### src/rtl/two_dev_bus_arbiter.sv
// rtl/two_dev_bus_arbiter.sv - round-robin arbiter with bounded tenure for a two-device shared bus mux
module two_dev_bus_arbiter #(
  parameter int unsigned MAX_HOLD = 4,
  parameter int          CW       = 8
) (
  input  logic          i_clk,
  input  logic          i_rst,
  input  logic          i_req_1,
  input  logic          i_req_2,
  output logic          o_gnt_1,
  output logic          o_gnt_2,
  output logic          o_sel,
  output logic          o_busy,
  output logic [CW-1:0] o_hold_cnt
);

  typedef enum logic [1:0] {
    IDLE = 2'd0,
    OWN1 = 2'd1,
    OWN2 = 2'd2
  } state_t;

  // Last tenure cycle index at which a contested owner must hand over.
  localparam logic [CW-1:0] LP_LIMIT = (MAX_HOLD == 0) ? '0 : CW'(MAX_HOLD - 1);

  state_t        r_state;
  logic          r_gnt_1;
  logic          r_gnt_2;
  logic          r_sel;
  logic          r_last_owner;   // 0 = device 1, 1 = device 2
  logic [CW-1:0] r_hold_cnt;

  state_t        w_next_state;
  logic          w_preempt;

  // A saturated counter still satisfies the >= test, so preemption is never lost.
  assign w_preempt = (MAX_HOLD != 0) && (r_hold_cnt >= LP_LIMIT);

  // Next-owner decision: round-robin from IDLE, handover on release or tenure expiry.
  always_comb begin
    w_next_state = r_state;
    case (r_state)
      IDLE: begin
        if (i_req_1 && i_req_2) begin
          w_next_state = r_last_owner ? OWN1 : OWN2;
        end else if (i_req_1) begin
          w_next_state = OWN1;
        end else if (i_req_2) begin
          w_next_state = OWN2;
        end
      end
      OWN1: begin
        if (!i_req_1) begin
          w_next_state = i_req_2 ? OWN2 : IDLE;
        end else if (i_req_2 && w_preempt) begin
          w_next_state = OWN2;
        end
      end
      OWN2: begin
        if (!i_req_2) begin
          w_next_state = i_req_1 ? OWN1 : IDLE;
        end else if (i_req_1 && w_preempt) begin
          w_next_state = OWN1;
        end
      end
      default: w_next_state = IDLE;
    endcase
  end

  // State plus registered grants, select, owner history and tenure counter.
  always_ff @(posedge i_clk or posedge i_rst) begin
    if (i_rst) begin
      r_state      <= IDLE;
      r_gnt_1      <= 1'b0;
      r_gnt_2      <= 1'b0;
      r_sel        <= 1'b0;
      r_last_owner <= 1'b1;
      r_hold_cnt   <= '0;
    end else begin
      r_state <= w_next_state;
      r_gnt_1 <= (w_next_state == OWN1);
      r_gnt_2 <= (w_next_state == OWN2);
      if (w_next_state == OWN1) begin
        r_sel        <= 1'b0;
        r_last_owner <= 1'b0;
      end else if (w_next_state == OWN2) begin
        r_sel        <= 1'b1;
        r_last_owner <= 1'b1;
      end
      if ((w_next_state != IDLE) && (w_next_state == r_state)) begin
        if (r_hold_cnt != '1) begin
          r_hold_cnt <= r_hold_cnt + CW'(1);
        end
      end else begin
        r_hold_cnt <= '0;
      end
    end
  end

  assign o_gnt_1    = r_gnt_1;
  assign o_gnt_2    = r_gnt_2;
  assign o_sel      = r_sel;
  assign o_busy     = r_gnt_1 | r_gnt_2;
  assign o_hold_cnt = r_hold_cnt;

endmodule

### config.mk
export PLATFORM = sky130hd
export DESIGN_NAME = two_dev_bus_arbiter
export DESIGN_NICKNAME = d
export VERILOG_FILES = /design/src/rtl/two_dev_bus_arbiter.sv
export SDC_FILE = /design/constraint.sdc
export NUM_CORES = 1
export LEC_CHECK = 0
export CAP_MARGIN = 10
export CORE_ASPECT_RATIO = 0.75
export CORE_UTILIZATION = 30
export CTS_CLUSTER_SIZE = 28
export DETAILED_ROUTE_END_ITERATION = 10
export PLACE_DENSITY = 0.47
export REMOVE_ABC_BUFFERS = 1
export SLEW_MARGIN = 20
export SYNTH_ARGS = -nofsm -noshare
export SYNTH_HDL_FRONTEND = slang
export SYNTH_SLANG_ARGS = --single-unit
### constraint.sdc
create_clock -name i_clk -period 3.32 [get_ports i_clk]
set_clock_uncertainty 0.2 [all_clocks]
set_input_delay 0.664 -clock i_clk [delete_from_list [all_inputs] [get_ports i_clk]]
set_output_delay 0.664 -clock i_clk [all_outputs]
set_load 0.005 [all_outputs]
==> results.py, run 1 <==
metrics = {
    "status": {
        "outcome": "finished, final reports clean",
    },
    "grt": {
        "grt_overflow": 0,
        "grt_use_total_pct": 13.09,
        "antenna_found_initial": 0,
        "grt_pass1_vias": 566,
        "grt_pass1_wl_mm": 2.628,
        "grt_max_degree": 15,
    },
    "placement": {
        "gp_congestion": 0.7734,
        "pre_cts_ws_ps": 584.8,
        "port_buffers": 15,
        "placed_cell_area_um2": 982.2,
        "detailed_place_hpwl_mm": 1.195,
    },
    "yosys": {
        "synth_xor_area_share_pct": 2.219,
        "synth-adder-area-share_pct": 6.339,
        "synth_area_leaders": "dfrtp_1 (41%), nor2_1 (6.7%), ha_1 (6.3%)",
        "async_flop_share_pct": 100.0,
        "synth_compound_area_share_pct": 16.96,
        "yosysTopAreaCellShare_pct": 41.20,
        "ys_types": 27,
        "synth_mux_area_share_pct": 5.071,
        "synth_edf_count": 0,
        "synth_seq_area_share_pct": 44.53,
        "synth_area_um2": 789.5,
        "postSynthAreaPerCell_um2": 9.512,
        "synthCells": 83,
        "ys.flop_type": "dfrtp_1",
        "synth-simple-area-share_pct": 22.50,
        "synth-seq-cells": 14,
        "yosysTopAreaCell": "dfrtp_1",
        "synth_top_family_by_area": "simple AND/OR/NAND/NOR gates",
        "ys_warn_count": 0,
    },
    "min_path": {
        "whs_path_depth": 2,
        "hold_class": "flip-flop to flip-flop",
        "whs_endpoint": "r_last_owner$_DFFE_PP1P_",
        "min_from": "r_last_owner$_DFFE_PP1P_",
    },
    "drt": {
        "wl_mm": 1.622,
        "viasPerCell": 4.846,
        "dr.pass1.iters": 4,
        "routedWlPerCell_um": 11.93,
        "drc": 0,
        "drt_iter0_drc": 16,
        "num_vias": 659,
        "ant_nets": 0,
    },
    "clock_network": {
        "postCtsSetupRepairBufs": 0,
        "htreeDepth": 1,
        "cts_resized": 0,
        "cts_num_sinks": 14,
        "cts_max_path_buffers": 2,
        "cts_hold_buf": 0,
        "cts_made_buffers": 3,
        "cts_tree": "yes",
        "insertion_delay_ps": 280,
        "cts_root_buf": "clkbuf_4",
        "clkSlewWorstSetupHoldPaths_ps": 90,
    },
    "setup_path": {
        "max_stage_delay_ps": 440,
        "slowest_stage": "dfrtp_1",
        "crit_top_cell": "ha_1",
        "critPathTopFamily": "simple AND/OR/NAND/NOR gates",
        "critPathKind": "flip-flop to flip-flop",
        "path_max_fanout": 8,
        "cp_cell_sequence": "ha_1 -> nor4_4 -> nand2_1 -> mux2i_1 -> o211ai_1 -> ha_1 -> a2111o_1 -> nor3_2",
        "path_buf_inv": 0,
        "cp-end-kind": "flip-flop",
        "rr_startpoint": "o_hold_cnt[0]$_DFFE_PP0P_",
        "r2r_slack_ps": 580,
        "required_ps": 3330,
        "r2r_cells": 8,
        "r2r_end": "o_hold_cnt[7]$_DFFE_PP0P_",
        "arrival_ps": 2750,
        "start_kind": "flip-flop",
    },
    "power_and_ir_drop": {
        "total_leakage_power_nw": 0.4117,
        "ir_drop_mv": 0.2372,
        "power.density_mw_per_mm2": 419.5,
        "fin_total_pwr_mw": 0.4231,
    },
    "timing": {
        "setup_tns_ps": 0,
        "fin_crit_ps": 2738,
        "rsz0062_at_grt": "false",
        "finalSetupViolCount": 0,
        "max_freq_mhz": 365.2,
        "worstMarginPinSlew_ps": 545.3,
        "setup_ws_ps": 581.9,
        "fin_crit_sh_pct": 82.47,
        "slew_violations": 0,
        "relSlewSlack_pct": 63.61,
        "hold_viol_final": 0,
    },
    "floorplanning": {
        "initial_utilization_pct": 33.12,
        "die_x_um": 61.24,
        "ios": 16,
        "dieArea_mm2": 0.002843,
        "die_y_um": 46.43,
        "coreArea_mm2": 0.002384,
        "rows": 15,
    },
    "final_layout": {
        "n_antenna_cell": 0,
        "drive_gt1_share_pct": 7.843,
        "nets": 111,
        "stdcell_area_mm2": 0.001008,
        "syn_to_final_growth_pct": 27.73,
        "nFillCells": 247,
    },
    "flow_run": {
        "cap_violations": 0,
    },
}
-- per-stage QoR --
| step | hold WS [ps] | util [%] | std cells |
|---|---|---|---|
| final | 318.7 | 42.31 | 136 |
| after global routing | 352.8 | 42.31 | 136 |
| after CTS | 323.3 | 42.31 | 136 |
| after detailed placement | 309.2 | 41.21 | 132 |
| after global placement | 318.0 | 41.21 | 132 |
| after floorplan | 283.7 | - | 83 |
-- sequential cells by signal (all words and copies together), names as in the netlist --
name          count
r_state           2
o_sel             1
o_gnt_1           1
o_hold_cnt        8
o_gnt_2           1
r_last_owner      1
-- cells in the mapped netlist (2+ instances only) --
cell      count
mux2i_1       4
nand3_1       3
a21oi_1       5
dfrtp_1      13
o211ai_1      2
o21ai_0       6
nor3_1        3
ha_1          4
nand2_1       6
nor2_1       14
inv_1         5
xor2_1        2
nand4_1       2
-- cell families (layout without fill, tap and decap cells) --
group | count (synthesis) | count (layout)
adders and majority gates | 4 | 4
DFF | 14 | 14
and+or+nand+nor | 34 | 34
xor gates and xnor gates | 2 | 2
buffers and inverters | 5 | 24
AOI/OAI and AO/OA | 20 | 20
muxes | 4 | 4
-- worst max-delay path by stage --
stage                                   start                   endpoint  slack, ps  depth (start not counted)
floorplan           o_hold_cnt[0]$_DFFE_PP0P_  o_hold_cnt[7]$_DFFE_PP0P_        850                          8
global placement    o_hold_cnt[0]$_DFFE_PP0P_  o_hold_cnt[7]$_DFFE_PP0P_        580                          8
detailed placement  o_hold_cnt[0]$_DFFE_PP0P_  o_hold_cnt[7]$_DFFE_PP0P_        580                          8
CTS                 o_hold_cnt[0]$_DFFE_PP0P_  o_hold_cnt[7]$_DFFE_PP0P_        590                          8
global route        o_hold_cnt[0]$_DFFE_PP0P_  o_hold_cnt[7]$_DFFE_PP0P_        460                          8
finish              o_hold_cnt[0]$_DFFE_PP0P_  o_hold_cnt[7]$_DFFE_PP0P_        580                          8
-- report_power, final --
group	internal [mW]	switching, mW
clock network	0.0465	0.0541
registers	0.193	0.0207
logic	0.0562	0.0523
-- per-layer routing --
layer  global-route usage (%)  wire length [µm]  up-vias
li1                         -                 -      340
met1                    19.62               869      292
met2                    18.04               619       25
met3                    4.213               119        2
met4                    2.727                13        0
met5                        0                 0        -
-- cells in the final DEF (no fill, tap or decap) --
| cell | netlist | final |
|---|---|---|
| o21ai_0 | 6 | 6 |
| and2_1 | 1 | 1 |
| o2111ai_1 | 1 | 1 |
| ha_1 | 4 | 4 |
| nor4_4 | 1 | 1 |
| o211a_1 | 1 | 1 |
| xor2_1 | 2 | 2 |
| clkbuf_4 | 0 | 3 |
| nand3_1 | 3 | 3 |
| dfstp_2 | 1 | 1 |
| nor2_1 | 14 | 14 |
| a21oi_1 | 5 | 5 |
| a211oi_2 | 1 | 1 |
| a22oi_1 | 1 | 1 |
| or4b_1 | 1 | 1 |
| clkdlybuf4s50_1 | 0 | 15 |
| a21o_1 | 1 | 1 |
| or2_2 | 1 | 1 |
| inv_1 | 5 | 5 |
| o211ai_1 | 2 | 2 |
| and3_1 | 1 | 1 |
| nand2_1 | 6 | 6 |
| clkbuf_1 | 0 | 1 |
| a2111o_1 | 1 | 1 |
| mux2i_1 | 4 | 4 |
| nand4_1 | 2 | 2 |
| a31oi_1 | 1 | 1 |
| nor3_1 | 3 | 3 |
| nor3_2 | 1 | 1 |
| dfrtp_1 | 13 | 13 |
-- cell type report --
cell class,count,area (µm²),area share [%]
clock buffer,4,26.28,2.605
inverter,5,18.77,1.861
multi-input combinational,64,419.2,41.56
sequential,14,351.6,34.86
tap,34,42.54,4.218
timing repair buffer,15,150.1,14.89
-- worst min-delay path, delay by kind of cell (launching register included) --
| kind | cells | cell delay [ps] |
|---|---|---|
| compound gates | 1 | 40 |
| flops | 1 | 400 |
| simple gates | 1 | 80 |
(Power assumes the default switching activity.)
==> inputs of run 2 (changes only) <==
==> constraint.sdc (replaced) <==
create_clock -name i_clk -period 2.6 [get_ports i_clk]
set_clock_uncertainty 0.2 [all_clocks]
set_input_delay 0.52 -clock i_clk [delete_from_list [all_inputs] [get_ports i_clk]]
set_output_delay 0.52 -clock i_clk [all_outputs]
set_load 0.005 [all_outputs]
==> run 2 against run 1 <==
Net effect:
- sequential share of layout area is 2.2 points lower
- global-route usage rose by 1.2 points
- clock power grew 59%
- register-to-register slack got worse by 480 ps
- fmax increased by 9.7%
- core utilization up 2.9 points
- sequential power is 26% higher
- design area rose by 6.8%
- critical path depth fell by 1
- wire length increased by 11%
- worst setup slack got worse by 480 ps
- critical path type unchanged
- highest routed layer unchanged
==> results.py, run 2 (synthesized netlist as in run 1, its figures left out) <==
metrics = {
    "final_layout": {
        "nets": 118,
        "final_common_cell": "clkdlybuf4s50_1",
        "syn_to_final_growth_pct": 36.45,
        "drive_gt1_share_pct": 16.51,
        "nFillCells": 233,
        "final_cell_mix": "clkdlybuf4s50_1 (15), nor2_1 (14), dfrtp_1 (13)",
        "largest_register_ffs": 8,
        "stdcell_area_mm2": 0.001077,
        "n_antenna_cell": 0,
    },
    "setup_path": {
        "path_max_fanout": 8,
        "path_buf_inv": 0,
        "required_ps": 2610,
        "slowest_stage": "dfrtp_1",
        "arrival_ps": 2500,
        "cp_cell_sequence": "nor4_4 -> nand2_2 -> mux2i_2 -> o211ai_1 -> ha_1 -> a2111o_1 -> a211oi_2",
        "start_kind": "flip-flop",
        "cp.depth": 7,
        "critPathTopFamily": "compound AO/OA/AOI/OAI gates",
        "cp-end-kind": "flip-flop",
        "r2r_cells": 7,
        "max_stage_delay_ps": 490,
        "critPathKind": "flip-flop to flip-flop",
    },
    "clock_network": {
        "cts_num_sinks": 14,
        "clkSlewWorstSetupHoldPaths_ps": 90,
        "cts_tree": "yes",
        "cts_made_buffers": 3,
        "cts_root_buf": "clkbuf_4",
        "insertion_delay_ps": 280,
        "htreeDepth": 1,
        "cts_max_path_buffers": 2,
    },
    "power_and_ir_drop": {
        "ir_drop_mv": 0.2496,
        "p_sw_share_pct": 29.54,
        "pwr-share-comb_pct": 27.5,
        "power.density_mw_per_mm2": 551.9,
        "switchingPower_mw": 0.1756,
        "seqPwrFrac_pct": 45.4,
        "p_clk_share_pct": 27.1,
        "total_leakage_power_nw": 0.4555,
        "p_int_mw": 0.4189,
    },
    "timing": {
        "hold_viol_final": 0,
        "fin_crit_sh_pct": 96.00,
        "hold_slack_ps": 323.3,
        "worstMarginPinSlew_ps": 564.1,
        "max_freq_mhz": 400.7,
        "slew_violations": 0,
        "setup_ws_ps": 104.1,
        "setup_tns_ps": 0,
        "relSlewSlack_pct": 62.35,
        "finalSetupViolCount": 0,
        "fin_crit_ps": 2496,
    },
    "floorplanning": {
        "die_x_um": 61.24,
        "rows": 15,
        "dieArea_mm2": 0.002843,
        "ios": 16,
        "die_y_um": 46.43,
        "initial_utilization_pct": 33.12,
        "coreArea_mm2": 0.002384,
    },
    "grt": {
        "antenna_found_initial": 0,
        "grt_use_total_pct": 14.31,
        "grt_max_degree": 15,
        "grt_overflow": 0,
        "grt_pass1_wl_mm": 2.801,
        "grt_pass1_vias": 605,
    },
    "drt": {
        "viasPerCell": 5.070,
        "routedWlPerCell_um": 12.54,
        "ant_nets": 0,
        "dr.pass1.iters": 4,
        "drt_iter0_drc": 34,
        "drc": 0,
        "num_vias": 725,
        "wl_mm": 1.793,
    },
    "flow_run": {
        "cap_violations": 0,
    },
    "status": {
        "outcome": "finished, final reports clean",
    },
    "placement": {
        "placed_cell_area_mm2": 0.001020,
        "gp_congestion": 0.7804,
        "pre_cts_ws_ps": 43.10,
        "detailed_place_hpwl_mm": 1.273,
        "port_buffers": 15,
    },
    "min_path": {
        "hold_class": "flip-flop to flip-flop",
        "whs_path_depth": 2,
    },
}
-- run 2: cell count changes in the layout (fill, tap and decap cells not counted) --
cell / previous run / this run
nand2_2: 0 / 1
nand2_1: 6 / 5
clkbuf_8: 0 / 1
buf_4: 0 / 7
clkbuf_1: 1 / 0
mux2i_1: 4 / 3
mux2i_2: 0 / 1
-- run 2: timing repair --
item,in CTS,in global routing
endpoints found under the setup margin,0,8
setup buffers,0,2
hold buffers,0,0
gates resized for setup,0,2
-- run 2: area by class of cell --
type	count	area (µm²)	area share (%)
inverter	5	18.77	1.742
timing repair buffer	22	202.7	18.82
tap	34	42.54	3.949
sequential	14	351.6	32.64
multi-input combinational	64	425.4	39.49
clock buffer	4	36.28	3.368
-- run 2: worst paths after layout --
kind | startpoint | endpoint | slack (ps)
max reg2reg | o_hold_cnt[3]$_DFFE_PP0P_ | o_hold_cnt[4]$_DFFE_PP0P_ | 100
max in group asynchronous | i_rst | r_last_owner$_DFFE_PP1P_ | 1450
min in group asynchronous | i_rst | o_gnt_2$_DFF_PP0_ | 380
min | r_last_owner$_DFFE_PP1P_ | r_last_owner$_DFFE_PP1P_ | 320
min reg2reg | r_last_owner$_DFFE_PP1P_ | r_last_owner$_DFFE_PP1P_ | 320
max | o_hold_cnt[3]$_DFFE_PP0P_ | o_hold_cnt[4]$_DFFE_PP0P_ | 100
-- run 2: power by group through the flow --
| stage | registers [mW] | clock network (mW) | logic [mW] |
|---|---|---|---|
| after CTS | 0.270 | 0.171 | 0.150 |
| after detailed placement | 0.274 | 0 | 0.148 |
| after floorplan | 0.273 | 0 | 0.0775 |
| final | 0.270 | 0.161 | 0.164 |
| after global placement | 0.275 | 0 | 0.149 |
| after global routing | 0.275 | 0.175 | 0.183 |
-- run 2: metrics by stage --
step | instances | power [mW] | util, %
3_3_place_gp | 137 | 0.4240 | 42.78
4_1_cts | 141 | 0.5912 | 44.30
6_report | 143 | 0.5946 | 45.20
3_5_place_dp | 137 | 0.4222 | 42.78
2_1_floorplan | 83 | 0.3503 | -
5_1_grt | 143 | 0.6324 | 45.20
-- run 2: worst min-delay path, cell delays in order, from the launching register on --
cell and delay [ps]:
dfstp_2 400, nor2_1 80, a21oi_1 50
-- run 2: per-layer routing --
metal	global-route usage (%)	routed length [µm]	share of wire (%)
met1	20.51	902	50
met2	20.00	763	43
met3	5.899	112	6.2
met4	2.727	13	0.73
met5	0	0	0
==> inputs of run 3 (changes only) <==
--- a/config.mk
+++ b/config.mk
@@ -10,7 +10,8 @@
 export CORE_UTILIZATION = 30
 export CTS_CLUSTER_SIZE = 28
 export DETAILED_ROUTE_END_ITERATION = 10
-export PLACE_DENSITY = 0.47
+export DONT_BUFFER_PORTS = 1
+export PLACE_DENSITY = 0.4
 export REMOVE_ABC_BUFFERS = 1
 export SLEW_MARGIN = 20
 export SYNTH_ARGS = -nofsm -noshare
==> run 3 against run 2 <==
Net effect:
- power down 6.6%
- via count down 7.7%
- wire length down 4.5%
- core utilization down 4.6 points
- combinational power down 23%
- first-iteration DRC count down 26%
- sequential share of layout area up 3.7 points
- die area unchanged
- flip-flop and latch count unchanged
- critical path depth up 1
- fmax up 0.71%
- critical endpoint is now o_hold_cnt[7]$_DFFE_PP0P_
==> results.py, run 3 (synthesized netlist as in run 1, its figures left out) <==
metrics = {
    "setup_path": {
        "cp-end-kind": "flip-flop",
        "critPathTopFamily": "compound AO/OA/AOI/OAI gates",
        "start_kind": "flip-flop",
        "path_buf_inv": 0,
        "required_ps": 2600,
        "arrival_ps": 2480,
        "cp_cell_sequence": "ha_4 -> nor4_4 -> nand2_2 -> mux2i_2 -> o211ai_1 -> ha_2 -> a2111o_1 -> nor3_2",
        "slowest_stage": "a2111o_1",
        "path_max_fanout": 8,
        "critPathKind": "flip-flop to flip-flop",
        "max_stage_delay_ps": 440,
    },
    "drt": {
        "dr.pass1.iters": 4,
        "wl_mm": 1.713,
        "routedWlPerCell_um": 13.08,
        "viasPerCell": 5.107,
        "ant_nets": 0,
        "num_vias": 669,
        "drc": 0,
        "drt_iter0_drc": 25,
    },
    "clock_network": {
        "clkSlewWorstSetupHoldPaths_ps": 90,
        "cts_tree": "yes",
        "htreeDepth": 1,
        "cts_made_buffers": 3,
        "insertion_delay_ps": 280,
        "cts_max_path_buffers": 2,
        "cts_num_sinks": 14,
        "cts_root_buf": "clkbuf_4",
    },
    "timing": {
        "hold_slack_ps": 152.3,
        "max_freq_mhz": 403.5,
        "slew_violations": 0,
        "finalSetupViolCount": 0,
        "fin_crit_ps": 2478,
        "hold_viol_final": 0,
        "relSlewSlack_pct": 62.64,
        "rsz0062_at_grt": "true",
        "fin_crit_sh_pct": 95.32,
        "worstMarginPinSlew_ps": 559.8,
    },
    "placement": {
        "detailed_place_hpwl_mm": 1.267,
        "gp_congestion": 0.7669,
        "port_buffers": 0,
    },
    "status": {
        "outcome": "finished, final reports clean",
    },
    "floorplanning": {
        "ios": 16,
        "coreArea_mm2": 0.002384,
        "dieArea_mm2": 0.002843,
        "die_y_um": 46.43,
        "rows": 15,
        "initial_utilization_pct": 33.12,
        "die_x_um": 61.24,
    },
    "final_layout": {
        "syn_to_final_growth_pct": 22.50,
        "nets": 106,
        "largest_register_ffs": 8,
        "final_common_cell": "nor2_1",
        "drive_gt1_share_pct": 22.68,
        "nFillCells": 243,
        "final_cell_mix": "nor2_1 (14), dfrtp_1 (13), buf_4 (9)",
        "fin_util_pct": 40.58,
        "n_antenna_cell": 0,
    },
    "grt": {
        "grt_pass1_wl_mm": 2.891,
        "grt_max_degree": 15,
        "grt_overflow": 0,
        "antenna_found_initial": 0,
        "grt_pass1_vias": 625,
        "grt_use_total_pct": 14.91,
    },
    "power_and_ir_drop": {
        "ir_drop_mv": 0.2806,
        "power.density_mw_per_mm2": 574.3,
        "total_leakage_power_nw": 0.4126,
    },
    "flow_run": {
        "cap_violations": 0,
    },
    "min_path": {
        "hold_class": "primary input to flip-flop",
    },
}
[run 3: cell count changes in the layout (fill, tap and decap cells not counted), sizes merged]
cell,previous run,this run
buf,7,9
dlygate4sd3,0,1
clkdlybuf4s50,15,0
[run 3: repair_timing]
action                                  in CTS  in global routing
endpoints found under the setup margin       3                  8
buffers inserted                             1                  1
pin swaps                                    2                  1
endpoints found under the hold margin       13                  0
hold buffers                                 1                  0
gates resized for setup                      2                  3
[run 3: worst reg2reg max path: cells and delay by family, from the launching register on]
| family | cells | cell delay (ps) |
|---|---|---|
| multiplexers | 1 | 220 |
| AO/OA/AOI/OAI | 2 | 580 |
| AND/OR/NAND/NOR | 3 | 590 |
| flip-flops | 1 | 410 |
| adder cells (fa/ha/maj) | 2 | 400 |
[run 3: final cells by class]
| class | count | area [µm²] | area share [%] |
|---|---|---|---|
| Clock buffer | 4 | 36.28 | 3.752 |
| Inverter | 5 | 18.77 | 1.940 |
| Multi-Input combinational cell | 64 | 440.4 | 45.54 |
| Sequential cell | 14 | 351.6 | 36.35 |
| Tap cell | 34 | 42.54 | 4.398 |
| Timing Repair Buffer | 10 | 77.57 | 8.021 |
[run 3: final timing paths]
kind | cells past startpoint | start | to | slack, ps
setup / recovery | 8 | o_hold_cnt[0]$_DFFE_PP0P_ | o_hold_cnt[7]$_DFFE_PP0P_ | 120
hold reg to reg | 2 | r_last_owner$_DFFE_PP1P_ | r_last_owner$_DFFE_PP1P_ | 330
min in group asynchronous | 2 | i_rst | r_state[1]$_DFF_PP0_ | 520
setup reg to reg | 8 | o_hold_cnt[0]$_DFFE_PP0P_ | o_hold_cnt[7]$_DFFE_PP0P_ | 120
hold / removal | 1 | i_req_1 | r_state[1]$_DFF_PP0_ | 150
max in group asynchronous | 2 | i_rst | r_last_owner$_DFFE_PP1P_ | 1300
[run 3: per-stage QoR]
stage | setup slack (ps) | area, µm² | total power [mW] | setup TNS, ps | instances
2_1_floorplan | 134.8 | 789.5 | 0.3503 | 0 | 83
3_3_place_gp | 39.47 | 884.6 | 0.3886 | 0 | 124
4_1_cts | 29.21 | 943.4 | 0.5540 | 0 | 130
6_report | 121.6 | 967.2 | 0.5555 | 0 | 131
5_1_grt | -13.35 | 967.2 | 0.6019 | -14.94 | 131
3_5_place_dp | -18.94 | 884.6 | 0.3822 | -18.94 | 124
[run 3: routing by layer]
| layer | vias up | GRT usage, % | share of wire [%] |
|---|---|---|---|
| li1 | 334 | - | - |
| met1 | 308 | 20.59 | 51 |
| met2 | 25 | 19.35 | 39 |
| met3 | 2 | 7.865 | 8.5 |
| met4 | 0 | 5.455 | 1.3 |
| met5 | - | 0 | 0 |
[run 3: where the power goes]
group          internal [mW]  switching, mW  total (mW)
combinational         0.0609         0.0663       0.127
clock                 0.0851         0.0699       0.155
sequential             0.247         0.0264       0.273
total                  0.393          0.163       0.555
